[src/rtl/mem_pkg.sv]
// Shared types for the MEM stage: memory op encoding, exception codes,
// data-memory / peripheral window bounds and op classification helpers.
package mem_pkg;

  typedef enum logic [3:0] {
    MEM_NONE = 4'd0,
    LW       = 4'd1,
    LH       = 4'd2,
    LHU      = 4'd3,
    LB       = 4'd4,
    LBU      = 4'd5,
    SW       = 4'd6,
    SH       = 4'd7,
    SB       = 4'd8
  } mem_op_e;

  localparam logic [4:0]  EXC_NONE = 5'd0;
  localparam logic [4:0]  EXC_ADEL = 5'd4;
  localparam logic [4:0]  EXC_ADES = 5'd5;

  localparam logic [31:0] DM_TOP_DEF   = 32'h0000_3000;
  localparam logic [31:0] DEV_BASE_DEF = 32'h0000_7F00;
  localparam logic [31:0] DEV_TOP_DEF  = 32'h0000_7F20;

  function automatic logic is_load(input mem_op_e op);
    case (op)
      LW, LH, LHU, LB, LBU: is_load = 1'b1;
      default:              is_load = 1'b0;
    endcase
  endfunction

  function automatic logic is_store(input mem_op_e op);
    case (op)
      SW, SH, SB: is_store = 1'b1;
      default:    is_store = 1'b0;
    endcase
  endfunction

  function automatic logic is_word(input mem_op_e op);
    case (op)
      LW, SW:  is_word = 1'b1;
      default: is_word = 1'b0;
    endcase
  endfunction

  function automatic logic is_half(input mem_op_e op);
    case (op)
      LH, LHU, SH: is_half = 1'b1;
      default:     is_half = 1'b0;
    endcase
  endfunction

endpackage

[src/rtl/load_extender.sv]
// Selects the addressed byte/halfword of a read word and sign/zero-extends it.
// Pure combinational; shared with the device read path.
module load_extender
  import mem_pkg::*;
(
  input  mem_op_e     op,
  input  logic [1:0]  a,
  input  logic [31:0] word,
  output logic [31:0] rdata
);

  logic [15:0] half_s;
  logic [7:0]  byte_s;

  // lane select and extension
  always_comb begin
    half_s = 16'd0;
    byte_s = 8'd0;
    rdata  = 32'd0;
    if (a[1]) begin
      half_s = word[31:16];
    end else begin
      half_s = word[15:0];
    end
    case (a)
      2'd0:    byte_s = word[7:0];
      2'd1:    byte_s = word[15:8];
      2'd2:    byte_s = word[23:16];
      2'd3:    byte_s = word[31:24];
      default: byte_s = 8'd0;
    endcase
    case (op)
      LW:      rdata = word;
      LH:      rdata = {{16{half_s[15]}}, half_s};
      LHU:     rdata = {16'd0, half_s};
      LB:      rdata = {{24{byte_s[7]}}, byte_s};
      LBU:     rdata = {24'd0, byte_s};
      default: rdata = 32'd0;
    endcase
  end

endmodule

[src/rtl/mem_access_stage.sv]
// MEM pipeline stage: EX/MEM register, DM address/byte-enable/store-lane generation,
// AdEL/AdES detection, load extension and MEM/WB register. Option: ALIGN_EXC_EN.
module mem_access_stage
  import mem_pkg::*;
#(
  parameter logic [31:0] DM_TOP   = DM_TOP_DEF,
  parameter logic [31:0] DEV_BASE = DEV_BASE_DEF,
  parameter logic [31:0] DEV_TOP  = DEV_TOP_DEF
) (
  input  logic        clk,
  input  logic        reset,
  input  logic        ex_valid,
  input  logic [31:0] ex_pc,
  input  logic [3:0]  ex_op,
  input  logic [31:0] ex_addr,
  input  logic [31:0] ex_wdata,
  input  logic        m_stall,
  input  logic        m_flush,
  output logic        dm_memWrite,
  output logic [31:0] dm_memAddr,
  output logic [31:0] dm_memData,
  output logic [3:0]  dm_BE,
  output logic        dm_errored,
  output logic [31:0] dm_pc,
  input  logic [31:0] dm_dataOut,
  output logic        m_exc,
  output logic [4:0]  m_exc_code,
  output logic        wb_valid,
  output logic [31:0] wb_pc,
  output logic        wb_load,
  output logic [31:0] wb_rdata
);

  logic        m_valid_q, m_valid_d;
  logic [31:0] m_pc_q,    m_pc_d;
  mem_op_e     m_op_q,    m_op_d;
  logic [31:0] m_addr_q,  m_addr_d;
  logic [31:0] m_wdata_q, m_wdata_d;

  logic        wb_valid_q, wb_valid_d;
  logic [31:0] wb_pc_q,    wb_pc_d;
  logic        wb_load_q,  wb_load_d;
  logic [31:0] wb_rdata_q, wb_rdata_d;

  logic [31:0] eff_addr_s;
  logic [1:0]  a_s;
  logic        active_s, misalign_s, in_dm_s, in_dev_s, fault_s;
  logic [31:0] ext_s;

  // EX/MEM next state: flush beats stall
  always_comb begin
    m_valid_d = m_valid_q;
    m_pc_d    = m_pc_q;
    m_op_d    = m_op_q;
    m_addr_d  = m_addr_q;
    m_wdata_d = m_wdata_q;
    if (m_flush) begin
      m_valid_d = 1'b0;
      m_pc_d    = 32'd0;
      m_op_d    = MEM_NONE;
      m_addr_d  = 32'd0;
      m_wdata_d = 32'd0;
    end else if (m_stall) begin
      m_valid_d = m_valid_q;
    end else begin
      m_valid_d = ex_valid;
      m_pc_d    = ex_pc;
      m_op_d    = mem_op_e'(ex_op);
      m_addr_d  = ex_addr;
      m_wdata_d = ex_wdata;
    end
  end

  // Address alignment and fault classification
  always_comb begin
    eff_addr_s = m_addr_q;
    misalign_s = 1'b0;
`ifdef ALIGN_EXC_EN
    if (is_word(m_op_q)) begin
      misalign_s = (m_addr_q[1:0] != 2'd0);
    end else if (is_half(m_op_q)) begin
      misalign_s = m_addr_q[0];
    end else begin
      misalign_s = 1'b0;
    end
`else
    if (is_word(m_op_q)) begin
      eff_addr_s = {m_addr_q[31:2], 2'b00};
    end else if (is_half(m_op_q)) begin
      eff_addr_s = {m_addr_q[31:1], 1'b0};
    end else begin
      eff_addr_s = m_addr_q;
    end
`endif
    a_s      = eff_addr_s[1:0];
    active_s = m_valid_q && (m_op_q != MEM_NONE);
    in_dm_s  = (eff_addr_s < DM_TOP);
    in_dev_s = (eff_addr_s >= DEV_BASE) && (eff_addr_s < DEV_TOP);
    fault_s  = active_s && (misalign_s || (!in_dm_s && !in_dev_s) ||
                            (in_dev_s && !is_word(m_op_q)));
  end

  // DM-facing outputs and exception report
  always_comb begin
    dm_BE      = 4'b0000;
    dm_memData = 32'd0;
    case (m_op_q)
      SW: begin
        dm_BE      = 4'b1111;
        dm_memData = m_wdata_q;
      end
      SH: begin
        if (a_s[1]) begin
          dm_BE = 4'b1100;
        end else begin
          dm_BE = 4'b0011;
        end
        dm_memData = {2{m_wdata_q[15:0]}};
      end
      SB: begin
        dm_BE      = 4'b0001 << a_s;
        dm_memData = {4{m_wdata_q[7:0]}};
      end
      default: begin
        dm_BE      = 4'b0000;
        dm_memData = 32'd0;
      end
    endcase
    dm_memAddr  = eff_addr_s;
    dm_pc       = m_pc_q;
    // reset gating keeps a half-captured store from reaching DM while reset rises
    dm_memWrite = active_s && is_store(m_op_q) && !fault_s && !reset;
    m_exc       = fault_s;
    if (fault_s) begin
      m_exc_code = is_store(m_op_q) ? EXC_ADES : EXC_ADEL;
    end else begin
      m_exc_code = EXC_NONE;
    end
    dm_errored = fault_s;
  end

  load_extender u_load_extender (
    .op    (m_op_q),
    .a     (a_s),
    .word  (dm_dataOut),
    .rdata (ext_s)
  );

  // MEM/WB next state: bubble on stall, fault or empty MEM
  always_comb begin
    wb_valid_d = 1'b0;
    wb_pc_d    = 32'd0;
    wb_load_d  = 1'b0;
    wb_rdata_d = 32'd0;
    if (m_stall || fault_s || !m_valid_q) begin
      wb_valid_d = 1'b0;
    end else begin
      wb_valid_d = 1'b1;
      wb_pc_d    = m_pc_q;
      wb_load_d  = is_load(m_op_q);
      wb_rdata_d = is_load(m_op_q) ? ext_s : 32'd0;
    end
  end

  // Stage registers
  always_ff @(posedge clk or posedge reset) begin
    if (reset) begin
      m_valid_q  <= 1'b0;
      m_pc_q     <= 32'd0;
      m_op_q     <= MEM_NONE;
      m_addr_q   <= 32'd0;
      m_wdata_q  <= 32'd0;
      wb_valid_q <= 1'b0;
      wb_pc_q    <= 32'd0;
      wb_load_q  <= 1'b0;
      wb_rdata_q <= 32'd0;
    end else begin
      m_valid_q  <= m_valid_d;
      m_pc_q     <= m_pc_d;
      m_op_q     <= m_op_d;
      m_addr_q   <= m_addr_d;
      m_wdata_q  <= m_wdata_d;
      wb_valid_q <= wb_valid_d;
      wb_pc_q    <= wb_pc_d;
      wb_load_q  <= wb_load_d;
      wb_rdata_q <= wb_rdata_d;
    end
  end

  assign wb_valid = wb_valid_q;
  assign wb_pc    = wb_pc_q;
  assign wb_load  = wb_load_q;
  assign wb_rdata = wb_rdata_q;

endmodule

[config.mk]
export PLATFORM = sky130hd
export DESIGN_NAME = mem_access_stage
export DESIGN_NICKNAME = d
export VERILOG_FILES = /design/src/rtl/mem_pkg.sv /design/src/rtl/load_extender.sv /design/src/rtl/mem_access_stage.sv
export SDC_FILE = /design/constraint.sdc
export NUM_CORES = 1
export LEC_CHECK = 0
export CORE_AREA = 5 5 144 146
export DETAILED_ROUTE_END_ITERATION = 8
export DIE_AREA = 0 0 149 151
export GPL_TIMING_DRIVEN = 0
export PLACE_DENSITY = 0.76
export SYNTH_ARGS = -nofsm -noshare
export SYNTH_HDL_FRONTEND = slang
export SYNTH_SLANG_ARGS = --single-unit
[constraint.sdc]
create_clock -name clk -period 8.4 [get_ports clk]
set_clock_uncertainty 0.2 [all_clocks]
set_input_delay 1.68 -clock clk [delete_from_list [all_inputs] [get_ports clk]]
set_output_delay 1.68 -clock clk [all_outputs]
set_load 0.005 [all_outputs]
==> results.ini <==
[pwr]
p_switching_uw = 483
leakage_nw = 5.23
seq_power_share_pct = 45.4
finalPower_mw = 1.90
p_comb_share_pct = 14.8
clkPwrFrac_pct = 39.8
power.density_mw_per_mm2 = 164
swShare_pct = 25.5
intPower_mw = 1.41
irDropWorstVdd_mv = 0.126

[global_routing]
track_usage_pct = 21.4
grt_pass1_vias = 6446
grt_pass1_wl_mm = 36.7
antenna_found_initial = 1
grt_max_degree = 97
grt-ovfl-total = 0

[worst_hold_path]
min_to = wb_pc[31]
hp-class = reg2reg
min_path_cells = 1
worstHoldStart = dm_pc[31]

[outcome]
status = finished, final reports clean

[die]
num_io_pins = 311
core_area_mm2 = 0.0193
rows = 51
die_area_mm2 = 0.0225
die_width_um = 149
die_h_um = 151
start_util_pct = 39.1

[setup_path]
crit_type = reg2out
worstReg2RegEnd = wb_rdata[25]
timing.rr.start = m_op_q[3]
arrival_ns = 3.18
ff2ff_path_depth = 6
cp_max_fo = 10
cp-end-kind = output pin
reg2reg_slack_ns = 5.67
startpoint_type = flop
worst-endpoint-required_ns = 6.52

[place]
placed_area_mm2 = 0.0110
dp_slack_ns = 3.42
io_buffers = 306
globalplace.congestion = 0.937
dpl.hpwl_mm = 18.3

[synth]
netlist_area_mm2 = 0.00754
ys_seq_elements = 167
synth.distinct_cells = 49
yosysTopAreaCell = dfrtp_1
async_flop_share_pct = 100
syn-instance-count = 689
synth_edf_count = 0
synth.area.top_cells = dfrtp_1, mux2i_1, nor2_1
seq_area_frac_synth_pct = 55.4
synth.yosys.warnings = 0
netlist.area_leader.share_pct = 55.4
netlist_top_cells_count = dfrtp_1, nor2_1, mux2i_1
yosysMostFrequentCell = dfrtp_1
synthFlopType = dfrtp_1
synth.avg_cell_area_um2 = 10.9

[timing]
holdWs_ns = 0.305
tightest_slew_ns = 1.01
timing.final.crit_share_pct = 60.3
setup_violations = 0
fmax_mhz = 198
drv_slew = 0
fin_setup_tns_ns = 0
finalHoldViolCount = 0
relSlewSlack_pct = 32.2
post-route-min-period_ns = 5.06
setup_ws_ns = 3.34
rsz0062_at_grt = false

[routing]
routed_wl_mm = 24.2
first_iter_violations = 270
drc_errors = 0
vias = 6245
viasPerCell = 4.82
ant_nets = 0
dr.pass1.iters = 5
wl_per_cell_um = 18.7

[clock_network]
cts_hold_buf = 0
tritoncts = yes
cts_setup_buffers = 0
clockRootBuffer = clkbuf_16
cts-resized-gates = 0
cts_made_buffers = 17
clkLatencyLatePin_ns = 0.42
clk_pin_slew_ns = 0.07
cts.sinks = 167
clk_path_buf_depth = 2
htreeDepth = 4

[layout]
fin_area_mm2 = 0.0115
drive_gt1_share_pct = 9.32
antennaDiodeCount = 0
finalNetCount = 1154
synthToLayoutAreaGrowth_pct = 53.1

[flow_run]
cap_violations = 0

## worst max-delay path, stage by stage, from the launching register on
cell	delay, ns
dfrtp_1	0.51
clkbuf_1	0.28
or2_2	0.34
clkbuf_1	0.25
nor2_1	0.59
a22o_1	0.29
clkdlybuf4s50_1	0.51
## stage by stage
stage,instances,utilization [%]
2_1_floorplan,691,-
3_3_place_gp,1262,56.8
3_5_place_dp,1263,57.0
4_1_cts,1295,59.9
5_1_grt,1295,59.9
6_report,1295,59.9
## cell families after synthesis
family	share of synthesized area [%]
AO/OA/AOI/OAI	7.98
buffers and inverters	6.51
flip-flops	55.4
multiplexers	14.9
other	0.0497
AND/OR/NAND/NOR	15.1
## how the worst max path moves through the flow
stage / startpoint / endpoint / cells after the start
floorplan: reset / dm_pc[0] / 1
global placement: reset / m_addr_q[8] / 2
detailed placement: reset / dm_memWrite / 3
CTS: m_op_q[3] / dm_memData[22] / 6
global route: m_op_q[3] / dm_memData[19] / 6
finish: m_op_q[3] / dm_memData[19] / 6
## power by group through the flow
stage,logic (mW),clock network [mW],registers (mW)
finish,0.281,0.755,0.860
global route,0.306,0.804,0.864
CTS,0.285,0.769,0.860
detailed placement,0.283,0,0.875
global placement,0.277,0,0.874
floorplan,0.128,0,0.868
## flip-flops by register name (all words and copies together) (netlist names)
signal / cells
m_wdata_q: 32
wb_rdata: 32
wb_pc: 32
dm_pc: 32
wb_load: 1
m_op_q: 4
wb_valid: 1
m_valid_q: 1
m_addr_q: 32
## cells in the final DEF (no fill, tap or decap), drive strengths merged, types with 2 or more instances in the layout
| cell type | instances |
|---|---|
| o21ai | 12 |
| and2 | 33 |
| nand3b | 2 |
| nor3 | 3 |
| a21o | 8 |
| dfrtp | 167 |
| or3b | 4 |
| nor4 | 3 |
| nor4b | 3 |
| nand2 | 62 |
| a22o | 8 |
| a22oi | 15 |
| inv | 7 |
| nand2b | 3 |
| clkbuf | 48 |
| clkinvlp | 2 |
| clkinv | 7 |
| a21oi | 35 |
| o21a | 2 |
| mux2i | 110 |
| nor2b | 9 |
| conb | 3 |
| nor2 | 113 |
| clkdlybuf4s50 | 306 |
| nand3 | 2 |
| buf | 48 |
## final cells by class
class                   count  area, um^2
fillers                  1648        7730
flip-flops and latches    167        4180
repair buffers            307        3090
multi-input cells         444        2880
plain buffers              76         475
clock buffers              19         443
well taps                 265         332
clock inverters            13         123
inverters                   4        22.5
## metal layers
layer | GRT usage (%) | vias up | wire [um]
met1 | 27.1 | 3010 | 9740
li1 | - | 2942 | -
met5 | 0 | - | 7
met2 | 35.7 | 256 | 11900
met4 | 6.68 | 2 | 582
met3 | 6.28 | 35 | 1990
No activity file was read; power rests on OpenSTA's default activity.
==> variant 1 (config.mk and constraints unchanged) <==
Register the output `dm_errored`; this adds one clock of latency there. The other outputs are not delayed to match.
--- a/src/rtl/mem_access_stage.sv
+++ b/src/rtl/mem_access_stage.sv
@@ -31,6 +31,8 @@
   output logic [31:0] wb_rdata
 );
 
+  logic dm_errored_d;
+
   logic        m_valid_q, m_valid_d;
   logic [31:0] m_pc_q,    m_pc_d;
   mem_op_e     m_op_q,    m_op_d;
@@ -136,7 +138,7 @@
     end else begin
       m_exc_code = EXC_NONE;
     end
-    dm_errored = fault_s;
+    dm_errored_d = fault_s;
   end
 
   load_extender u_load_extender (
@@ -192,5 +194,9 @@
   assign wb_load  = wb_load_q;
   assign wb_rdata = wb_rdata_q;
 
+  always_ff @(posedge clk) begin
+    dm_errored <= dm_errored_d;
+  end
+
 endmodule
 
Check against the original RTL: not equivalent (a bounded check fails within 4 cycles, from zero or initial values and one cycle with reset high).
==> variant 1 against the original RTL <==
- design area grew 0.29%
- area after synthesis rose by 0.17%
- worst hold slack improved by 0.00073 ns
- power rose by 1.5%
- sequential cell count grew 1
- count of clock-buffer cells in the layout decreased by 2
- wire length fell by 0.96%
- worst setup slack got worse by 0.10 ns
- critical path type is now in -> out
- critical endpoint is now dm_memWrite
==> variant 1: results <==
[pwr]
p_int_mw = 1.42
p_clk_mw = 0.780
p_leak_nw = 5.24
p_seq_mw = 0.864

[yosys]
synthTopCellsByArea = dfrtp_1, mux2i_1, nor2_1, buf_4, nand2_1
synth_cell_types = 50
async_reset_ff_share_pct = 99.4
synth_compound_gate_area_share_pct = 7.97
ys_seq_area_share_pct = 55.6
muxShareOfSynthArea_pct = 14.9

[grt]
grt_antenna_before_repair = 0
use_met3_pct = 6.10
grt_pass1_wl_um = 36700
track_usage_pct = 21.2
grt_pass1_vias = 6271

[routing]
met3_length_um = 1870
wl_um = 24000
met1_length_um = 9740
routed.top_layer = met4
viasPerCell = 4.80
vias = 6217
firstDrtPassIters = 4

[placed_design]
dp_slack_ns = 3.24
placed_area_um2 = 11000
routabilityCongestion = 0.924

[run_status]
status = completed

[timing]
tightestPinTransition_ns = 0.919

[critical_path]
critPathMaxFanout = 2
crit_arrival_ns = 3.29
critPathSlowestCell = clkdlybuf4s50_1
==> variant 1: cell types whose count changed in the layout (fill, tap and decap cells not counted) <==
| cell | delta |
|---|---|
| buf_4 | -1 |
| clkbuf_1 | -1 |
| clkbuf_8 | -1 |
| clkinv_2 | -3 |
| clkinv_4 | -3 |
| clkinv_8 | +1 |
| clkinvlp_4 | +2 |
| dfxtp_1 | +1 |
| inv_6 | +3 |
| inv_8 | +2 |
==> variant 1: final timing paths <==
kind,from,end,slack [ns],depth (start not counted)
min in group asynchronous,reset,wb_valid,1.50,2
min,dm_pc[6],wb_pc[6],0.31,1
max in group asynchronous,reset,wb_pc[0],5.57,3
max,reset,dm_memWrite,3.23,3
max reg2reg,m_op_q[3],wb_rdata[25],5.67,6
min reg2reg,dm_pc[6],wb_pc[6],0.31,1
==> variant 1: layout make-up <==
cell class,count,area (µm²)
fill,1620,7700
clock inverter,15,161
tap,265,332
inverter,4,22.5
clock buffer,17,425
timing repair buffer,307,3090
multi-input combinational,444,2880
sequential,168,4200
buffer,75,468
==> variant 2 (same settings) <==
Made on the original files. Add a define of `ALIGN_EXC_EN`.
--- a/src/rtl/mem_access_stage.sv
+++ b/src/rtl/mem_access_stage.sv
@@ -1,5 +1,7 @@
 // MEM pipeline stage: EX/MEM register, DM address/byte-enable/store-lane generation,
 // AdEL/AdES detection, load extension and MEM/WB register. Option: ALIGN_EXC_EN.
+`define ALIGN_EXC_EN
+
 module mem_access_stage
   import mem_pkg::*;
 #(
Formal check against the unedited RTL: not equivalent (Yosys sat finds a counterexample within 4 cycles, from zero or initial values and one cycle with reset high).
==> variant 2 against the original RTL <==
- critical path depth unchanged
- wire length grew 2.5%
- via count grew 2.6%
- global-route usage grew 0.51 points
- utilization increased by 0.54 points
- worst setup slack worse by 0.084 ns
- synthesized cell count down 5.7%
- area after synthesis is 0.93% higher
- power is 2.4% higher
- sequential cell count did not move
- register-to-register slack got worse by 0.08 ns
- design area grew 0.90%
- worst hold slack better by 0.032 ns
- largest power group unchanged
- highest routed layer is now met4
==> variant 2: results <==
[grt]
grt_max_degree = 94
globalRouteMet2Util_pct = 36.0
grt_pass1_wl_um = 37900
track_usage_pct = 21.9
grt_pass1_vias = 6470
grt_antenna_before_repair = 0
use_met1_pct = 29.3
use_met3_pct = 4.82

[finish]
drive_gt1_share_pct = 9.59
num_antenna_cells = 0
finalNetCount = 1115
num-fill-cells = 1649
instances_no_fill = 1256

[critical_path]
max_stage_delay_ns = 0.70
timing.critical_path.mode_cell = clkbuf_1
crit_start = m_op_q[2]
reg2reg_depth = 5
crit_arrival_ns = 3.27
critPathSlowestCell = nor4b_1
cp_top_family = buffers and inverters
critPathMaxFanout = 10

[yosys]
synthTopCellsByArea = dfrtp_1, mux2i_1, nor2_1, a21boi_2, mux4_2
syn_avg_cell_area_um2 = 11.7
synthTopCellsByCount = dfrtp_1, mux2i_1, nor2_1
async_reset_ff_share_pct = 100
ys_seq_area_share_pct = 54.9
synth-warning-count = 0
synth_cell_types = 48

[timing]
tightestPinTransition_ns = 1.15

[routing]
firstDrtPassIters = 6
first_iter_violations = 389
wire_per_inst_um = 19.8
vias = 6410

[run_status]
status = completed

[placed_design]
hpwl_um = 18700
numPlacedInstances = 1224
routabilityCongestion = 0.875
port_buffers = 306

[clock_network]
cts.reportedPaths.clkPinSlew_ns = 0.07
cts_max_level = 4
post_cts_buffers = 0
clk_latency_ns = 0.42
clk_path_buf_depth = 2
numCtsBuffers = 17
clockRootBuffer = clkbuf_16
cts.repair.resized = 0

[min_path]
min_from = m_wdata_q[25]
hold_path_class = reg -> reg
holdPathStages = 2

[pwr]
p_leak_nw = 5.01
peakVddDrop_uv = 134
[variant 2: final timing paths]
check,endpoint,slack [ns]
min in group asynchronous,m_wdata_q[15],1.57
min reg2reg,m_wdata_q[25],0.34
max in group asynchronous,dm_pc[3],5.60
max,dm_BE[0],3.25
max reg2reg,wb_rdata[8],5.59
min,m_wdata_q[25],0.34
[variant 2: kinds of logic (layout without fill, tap and decap cells)]
logic type	Yosys count	after routing	synth area share, %
AO/OA/AOI/OAI	98	98	11.8
buffers and inverters	59	398	3.85
flip-flops	167	167	54.9
multiplexers	118	118	16.8
other	1	3	0.0493
AND/OR/NAND/NOR	207	207	12.6
[variant 2: through the flow]
step	setup slack (ns)	hold WS, ns	cell area [µm²]	util, %
floorplan	2.00	0.289	7620	-
global placement	-0.439	0.306	11000	57.1
detailed placement	3.28	0.316	11000	57.3
CTS	3.24	0.340	11600	60.4
global route	3.09	0.357	11600	60.4
finish	3.25	0.337	11600	60.4
[variant 2: cell type report]
| cell class | count | area share, % |
|---|---|---|
| Buffer | 57 | 2.45 |
| Timing Repair Buffer | 307 | 26.5 |
| Sequential cell | 167 | 35.9 |
| Inverter | 2 | 0.129 |
| Tap cell | 265 | 2.85 |
| Multi-Input combinational cell | 426 | 27.0 |
| Clock buffer | 19 | 3.80 |
| Clock inverter | 13 | 1.34 |
[variant 2: report_power, final]
group          internal [mW]  switching, mW
Sequential             0.833         0.0259
Combinational          0.158          0.125
Clock                  0.456          0.344
Total                   1.45          0.495
[variant 2: routing by layer]
metal / part of all wire, % / wire length (µm)
met2: 49 / 12200
met3: 6.6 / 1650
met5: 0 / 0
met4: 2.2 / 558
met1: 42 / 10500
